## src/rtl/multicycle_control.sv

```systemverilog
// multicycle_control
//   Control FSM for a multicycle RV32I datapath. Each instruction passes
//   through FETCH -> DECODE -> EXECUTE -> [MEMORY] -> [WRITEBACK] -> FETCH.
//   Datapath controls are decoded from the instruction latched at the fetch
//   handshake.
//
// Configuration macro: ILLEGAL_TRAP_EN
//   defined   : an illegal instruction enters TRAP and stays there until reset
//               (illegal=1, instr_ready=0, all write enables 0).
//   undefined : an illegal instruction pulses illegal in DECODE, advances the
//               PC sequentially and is retired as a NOP.
//
// Ports
//   clk, rst_n          clock, asynchronous active-low reset
//   instr               RV32I instruction word, latched on valid && ready
//   instr_valid/_ready  fetch handshake
//   alu_zero, alu_lsb   ALU result == 0 and ALU result bit 0 (branch decisions)
//   mem_ack             data-memory completion (observed in MEMORY only)
//   alu_op              ALU operation code (0000 outside EXECUTE)
//   a_sel, b_sel        ALU operand selects (a: 0=rs1 1=PC, b: 0=rs2 1=imm)
//   reg_we              register-file write enable (WRITEBACK)
//   mem_req, mem_we     data-memory request / write (MEMORY)
//   pc_we, pc_branch    PC write and branch/jump target select
//   illegal             illegal-instruction indication
//   retired             count of completed instructions (wraps)
module multicycle_control #(
    parameter int unsigned RETIRE_W = 32
) (
    input  logic                clk,
    input  logic                rst_n,
    input  logic [31:0]         instr,
    input  logic                instr_valid,
    output logic                instr_ready,
    input  logic                alu_zero,
    input  logic                alu_lsb,
    input  logic                mem_ack,
    output logic [3:0]          alu_op,
    output logic                a_sel,
    output logic                b_sel,
    output logic                reg_we,
    output logic                mem_req,
    output logic                mem_we,
    output logic                pc_we,
    output logic                pc_branch,
    output logic                illegal,
    output logic [RETIRE_W-1:0] retired
);

    typedef enum logic [2:0] {
        FETCH     = 3'd0,
        DECODE    = 3'd1,
        EXECUTE   = 3'd2,
        MEMORY    = 3'd3,
`ifdef ILLEGAL_TRAP_EN
        TRAP      = 3'd5,
`endif
        WRITEBACK = 3'd4
    } state_t;

    state_t                state_q, state_d;
    logic [31:0]           instr_q, instr_d;
    logic [RETIRE_W-1:0]   retired_q, retired_d;
    // Holds instr_ready low until the first clock edge after reset release.
    logic                  ready_en_q;

    // ------------------------------------------------------------------
    // Decode of the latched instruction
    // ------------------------------------------------------------------
    logic [6:0] opcode;
    logic [2:0] funct3;
    logic [6:0] funct7;
    logic       is_op, is_opimm, is_lui, is_auipc, is_jal, is_jalr;
    logic       is_branch, is_load, is_store;
    logic       instr_illegal;
    logic       br_taken;
    logic       handshake;
    logic       unused_bits;

    assign opcode = instr_q[6:0];
    assign funct3 = instr_q[14:12];
    assign funct7 = instr_q[31:25];

    // Register and immediate fields are consumed by the datapath, not here.
    assign unused_bits = ^{instr_q[24:15], instr_q[11:7]};

    assign is_op     = (opcode == 7'b0110011);
    assign is_opimm  = (opcode == 7'b0010011);
    assign is_lui    = (opcode == 7'b0110111);
    assign is_auipc  = (opcode == 7'b0010111);
    assign is_jal    = (opcode == 7'b1101111);
    assign is_jalr   = (opcode == 7'b1100111);
    assign is_branch = (opcode == 7'b1100011);
    assign is_load   = (opcode == 7'b0000011);
    assign is_store  = (opcode == 7'b0100011);

    assign instr_illegal =
        !(is_op || is_opimm || is_lui || is_auipc || is_jal || is_jalr ||
          is_branch || is_load || is_store) ||
        (is_op && (funct7 != 7'b0000000) && (funct7 != 7'b0100000));

    always_comb begin
        br_taken = 1'b0;
        unique case (funct3)
            3'b000:         br_taken = alu_zero;   // BEQ
            3'b001:         br_taken = !alu_zero;  // BNE
            3'b100, 3'b110: br_taken = alu_lsb;    // BLT / BLTU
            3'b101, 3'b111: br_taken = !alu_lsb;   // BGE / BGEU
            default:        br_taken = 1'b0;
        endcase
    end

    assign handshake = instr_valid && instr_ready;

    // ------------------------------------------------------------------
    // State register
    // ------------------------------------------------------------------
    always_ff @(posedge clk or negedge rst_n) begin
        if (!rst_n) begin
            state_q    <= FETCH;
            instr_q    <= '0;
            retired_q  <= '0;
            ready_en_q <= 1'b0;
        end else begin
            state_q    <= state_d;
            instr_q    <= instr_d;
            retired_q  <= retired_d;
            ready_en_q <= 1'b1;
        end
    end

    // ------------------------------------------------------------------
    // Next-state logic
    // ------------------------------------------------------------------
    always_comb begin
        state_d = state_q;
        instr_d = instr_q;
        unique case (state_q)
            FETCH: begin
                if (handshake) begin
                    instr_d = instr;
                    state_d = DECODE;
                end
            end
            DECODE: begin
                if (instr_illegal) begin
`ifdef ILLEGAL_TRAP_EN
                    state_d = TRAP;
`else
                    state_d = FETCH;
`endif
                end else begin
                    state_d = EXECUTE;
                end
            end
            EXECUTE: begin
                if (is_load || is_store) state_d = MEMORY;
                else if (is_branch)      state_d = FETCH;
                else                     state_d = WRITEBACK;
            end
            MEMORY: begin
                if (mem_ack) state_d = is_load ? WRITEBACK : FETCH;
            end
            WRITEBACK: state_d = FETCH;
`ifdef ILLEGAL_TRAP_EN
            TRAP:      state_d = TRAP;
`endif
            default:   state_d = FETCH;
        endcase
    end

    // Every arrival in FETCH from another state completes one instruction.
    always_comb begin
        retired_d = retired_q;
        if ((state_d == FETCH) && (state_q != FETCH))
            retired_d = retired_q + RETIRE_W'(1);
    end

    // ------------------------------------------------------------------
    // Output logic
    // ------------------------------------------------------------------
    always_comb begin
        instr_ready = 1'b0;
        alu_op      = 4'b0000;
        a_sel       = 1'b0;
        b_sel       = 1'b0;
        reg_we      = 1'b0;
        mem_req     = 1'b0;
        mem_we      = 1'b0;
        pc_we       = 1'b0;
        pc_branch   = 1'b0;
        illegal     = 1'b0;
        unique case (state_q)
            FETCH: instr_ready = ready_en_q;
            DECODE: begin
`ifndef ILLEGAL_TRAP_EN
                // Illegal instruction retires as a NOP: sequential PC, no write.
                illegal = instr_illegal;
                pc_we   = instr_illegal;
`endif
            end
            EXECUTE: begin
                if (is_op) begin
                    alu_op = {funct7[5], funct3};
                end else if (is_opimm) begin
                    alu_op = {(funct3 == 3'b101) ? funct7[5] : 1'b0, funct3};
                end else if (is_lui) begin
                    alu_op = 4'b1111;
                end else if (is_branch) begin
                    unique case (funct3)
                        3'b100, 3'b101: alu_op = 4'b0010;
                        3'b110, 3'b111: alu_op = 4'b0011;
                        default:        alu_op = 4'b1000;
                    endcase
                end else begin
                    alu_op = 4'b0000;
                end
                a_sel     = is_auipc || is_jal;
                b_sel     = !(is_op || is_branch);
                pc_we     = is_branch || is_jal || is_jalr;
                pc_branch = (is_branch && br_taken) || is_jal || is_jalr;
            end
            MEMORY: begin
                mem_req = 1'b1;
                mem_we  = is_store;
                // A store finishes here, so the sequential PC update happens here.
                pc_we   = is_store && mem_ack;
            end
            WRITEBACK: begin
                reg_we = 1'b1;
                pc_we  = !(is_jal || is_jalr);
            end
`ifdef ILLEGAL_TRAP_EN
            TRAP: illegal = 1'b1;
`endif
            default: ;
        endcase
    end

    assign retired = retired_q;

endmodule

```

## config.mk

```make
export PLATFORM = sky130hd
export DESIGN_NAME = multicycle_control
export DESIGN_NICKNAME = d
export VERILOG_FILES = /design/src/rtl/multicycle_control.sv
export SDC_FILE = /design/constraint.sdc
export NUM_CORES = 1
export LEC_CHECK = 0
export BUFFER_PORTS_ARGS = -buffer_cell sky130_fd_sc_hd__buf_2
export CAP_MARGIN = 40
export CORE_UTILIZATION = 31
export DETAILED_ROUTE_END_ITERATION = 16
export PLACE_DENSITY = 0.57
export SETUP_SLACK_MARGIN = 0.02
export SLEW_MARGIN = 20
export SYNTH_ARGS = -nofsm -noshare
export SYNTH_HDL_FRONTEND = slang
export SYNTH_SLANG_ARGS = --single-unit
```

## constraint.sdc

```tcl
create_clock -name clk -period 4.3 [get_ports clk]
set_input_delay 0.215 -clock clk [delete_from_list [all_inputs] [get_ports clk]]
set_output_delay 0.215 -clock clk [all_outputs]
set_load 0.01 [all_outputs]
```

==> impl_metrics.env <==
export IMPL_timing_final_hold_violations=0
export IMPL_start_util_pct=32.1
export IMPL_synth_ff_type="dfrtp_1"
export IMPL_worst_setup_path_start_kind="register"
export IMPL_critical_path_class="reg2reg"
export IMPL_yosysWarnings=0
export IMPL_power_density_cell_area_nw_per_um2=335
export IMPL_worst_hold_slack_ns=0.0132
export IMPL_dp_final_hpwl_um=4610
export IMPL_number_of_global_route_vias_before_repair=2261
export IMPL_yosysSeqAreaShare_pct=44.7
export IMPL_antenna_found_initial=0
export IMPL_power_leakage_nw=1.65
export IMPL_cts_inserted_buffers=5
export IMPL_postSynth_asyncResetShare_pct=100
export IMPL_routed_wirelength_um=6550
export IMPL_diodes=0
export IMPL_yosysMostFrequentCell="dfrtp_1"
export IMPL_placeable_core_area_um2=9240
export IMPL_run_status="finished, final reports clean"
export IMPL_area_delta_synth_final_pct=18.3
export IMPL_drt_pass1_iter_count=4
export IMPL_design_final_nets=373
export IMPL_power_ir_vdd_worst_mv=0.251
export IMPL_grt_start_max_net_pins=54
export IMPL_die_area_um2=9970
export IMPL_grt_overflow_total=0
export IMPL_die_h_um=99.8
export IMPL_ctsLongestPathBuffers=2
export IMPL_post_synth_most_frequent_cells="dfrtp_1 (53), xor2_1 (31), nand2_1 (28), mux2_2 (17), nand3_1 (15)"
export IMPL_post_synth_inst_count=269
export IMPL_setup_total_negative_slack_ns=0
export IMPL_post_route_cells_drive_above_1_share_pct=38.2
export IMPL_post_synth_xor_area_fraction_pct=10.0
export IMPL_skew_ns=0.0119
export IMPL_setup_repair_after_global_routing_missed_its_margin="false"
export IMPL_largest_fanout_of_any_net_on_the_critical_path=25
export IMPL_post_route_drc_count=0
export IMPL_globalRouteTotalUtil_pct=13.8
export IMPL_post_synth_top_area_fraction_pct=44.7
export IMPL_achievable_frequency_mhz=413
export IMPL_synth_ff_latch_count=53
export IMPL_grt_pass1_wl_um=11100
export IMPL_drtIter0Drc=112
export IMPL_post_synthesis_compound_gate_area_fraction_pct=4.43
export IMPL_maxCapViolCount=0
export IMPL_fp_row_count=35
export IMPL_drtAntennaViolNets=0
export IMPL_fin_crit_sh_pct=56.3
export IMPL_synth_top_cell_by_area="dfrtp_1"
export IMPL_synth_simple_gate_area_share_pct=30.9
export IMPL_clock_insertion_delay_worst_skew_ns=0.31
export IMPL_slew_limit_headroom_pct=49.9
export IMPL_final_report_max_slew_violation_count=0
export IMPL_finalWeightedCongestion=0.745
export IMPL_vias_per_cell=4.97
export IMPL_die_w_um=99.8
export IMPL_cts_tree="done"
export IMPL_muxShareOfSynthArea_pct=6.83
export IMPL_post_cts_hold_buffer_count=0
export IMPL_vias=2305
export IMPL_worst_setup_path_end_kind="register"
export IMPL_syn_cell_area_um2=2970
export IMPL_cell_types_occupying_the_most_area_after_synthesis="dfrtp_1 (45%), xor2_1 (9.2%), mux2_2 (6.5%)"
export IMPL_synth_edff_count=0
export IMPL_synth_top_family_by_area="simple AND/OR/NAND/NOR gates"
export IMPL_cts_post_setup_buffers_inserted=0
export IMPL_setup_violations_final=0
export IMPL_post_cts_resized_instances=0
export IMPL_synth_distinct_cells=49
export IMPL_synthesized_net_count=308
export IMPL_crit_required_ns=4.51
export IMPL_synthesis_area_per_instance_um2=11.0
export IMPL_cts_clk_slew_worst_paths_ns=0.11
export IMPL_period_needed_ns=2.42
export IMPL_timing_hold_worst_class="in2async"
export IMPL_post_layout_total_power_mw=1.18
export IMPL_ctsRootBufferMaster="clkbuf_8"
export IMPL_clkSinkCount=53
export IMPL_routed_wire_length_per_instance_um=14.1
export IMPL_htree_num_levels=2
export IMPL_crit_arrival_ns=2.63
export IMPL_io_buffers=67
export IMPL_pin_slew_with_the_least_headroom_to_its_limit_ns=0.750
export IMPL_synth_adder_area_share_pct=0.422
export IMPL_pin_count=83
## where the power goes
group	switching [mW]	total, mW	leakage [nW]	internal (mW)
logic	0.118	0.238	0.929	0.120
clock network	0.176	0.293	0.0456	0.117
registers	0.0848	0.644	0.679	0.560
total	0.379	1.18	1.65	0.796
## layout by cell type (no fill, tap or decap), types with 2 or more instances in the layout
master / n
o21ai_0: 3
nor2_1: 10
nand2_1: 28
nand4_1: 11
buf_2: 67
nor4_2: 13
nand3_1: 15
and3_1: 3
nor4_1: 8
nand3b_1: 2
xor2_1: 31
buf_4: 2
xnor2_1: 3
and3b_1: 2
and4bb_2: 2
nor3b_2: 4
nor3_1: 3
clkbuf_8: 5
nand2b_1: 5
nor2b_1: 3
a31oi_1: 2
and4_1: 2
inv_1: 3
and2_1: 4
nor3_2: 8
a21oi_1: 4
mux2_2: 17
dfrtp_1: 53
## sequential cells by signal, indices dropped and copies added (netlist names)
name	cells
retired	32
ready_en_q	1
state_q	3
instr_q	17
## worst paths after layout
kind,depth (start not counted),slack [ns],startpoint,endpoint
max reg2reg,5,1.88,instr_q[2]$_DFFE_PN0P_,retired[1]$_DFFE_PN0P_
min in group clk,2,0.13,instr[29],instr_q[29]$_DFFE_PN0P_
max,5,1.88,instr_q[2]$_DFFE_PN0P_,retired[1]$_DFFE_PN0P_
min,2,0.01,rst_n,retired[21]$_DFFE_PN0P_
max in group asynchronous,2,3.81,rst_n,ready_en_q$_DFF_PN0_
min reg2reg,1,0.47,retired[31]$_DFFE_PN0P_,retired[31]$_DFFE_PN0P_
## logic make-up after synthesis
logic type	after synthesis
AOI/OAI and AO/OA	17
xor gates and xnor gates	34
adders and majority gates	1
buffers and inverters	14
DFF	53
muxes	18
other	1
and+or+nand+nor	131
## per-layer routing
layer	global-route usage, %	wire, um
met3	2.65	250
met1	18.6	2970
met5	0	0
met2	22.8	3260
met4	3.73	75
## critical path, cell delays in order (launching register included)
cell and delay, ns:
dfrtp_1 0.48, nand4bb_4 0.29, o31ai_4 0.32, nand4_4 0.51, nor2_1 0.35, mux2_1 0.34
## through the flow
stage	instance area, um2	worst slack (ns)	utilization, %	std cells
final	3510	1.88	38.0	464
after global routing	3510	1.69	38.0	464
after CTS	3510	1.85	38.0	464
after detailed placement	3420	1.87	37.1	456
after global placement	3420	1.91	37.1	456
after floorplan	2970	2.34	-	269
## cell type report
| type | count | area, um2 |
|---|---|---|
| Inverter | 3 | 11.3 |
| Clock inverter | 2 | 13.8 |
| Fill cell | 964 | 5730 |
| Timing Repair Buffer | 69 | 350 |
| Sequential cell | 53 | 1330 |
| Clock buffer | 6 | 72.6 |
| Tap cell | 129 | 161 |
| Multi-Input combinational cell | 202 | 1580 |
Note: power is estimated with default switching activity, not from simulation.
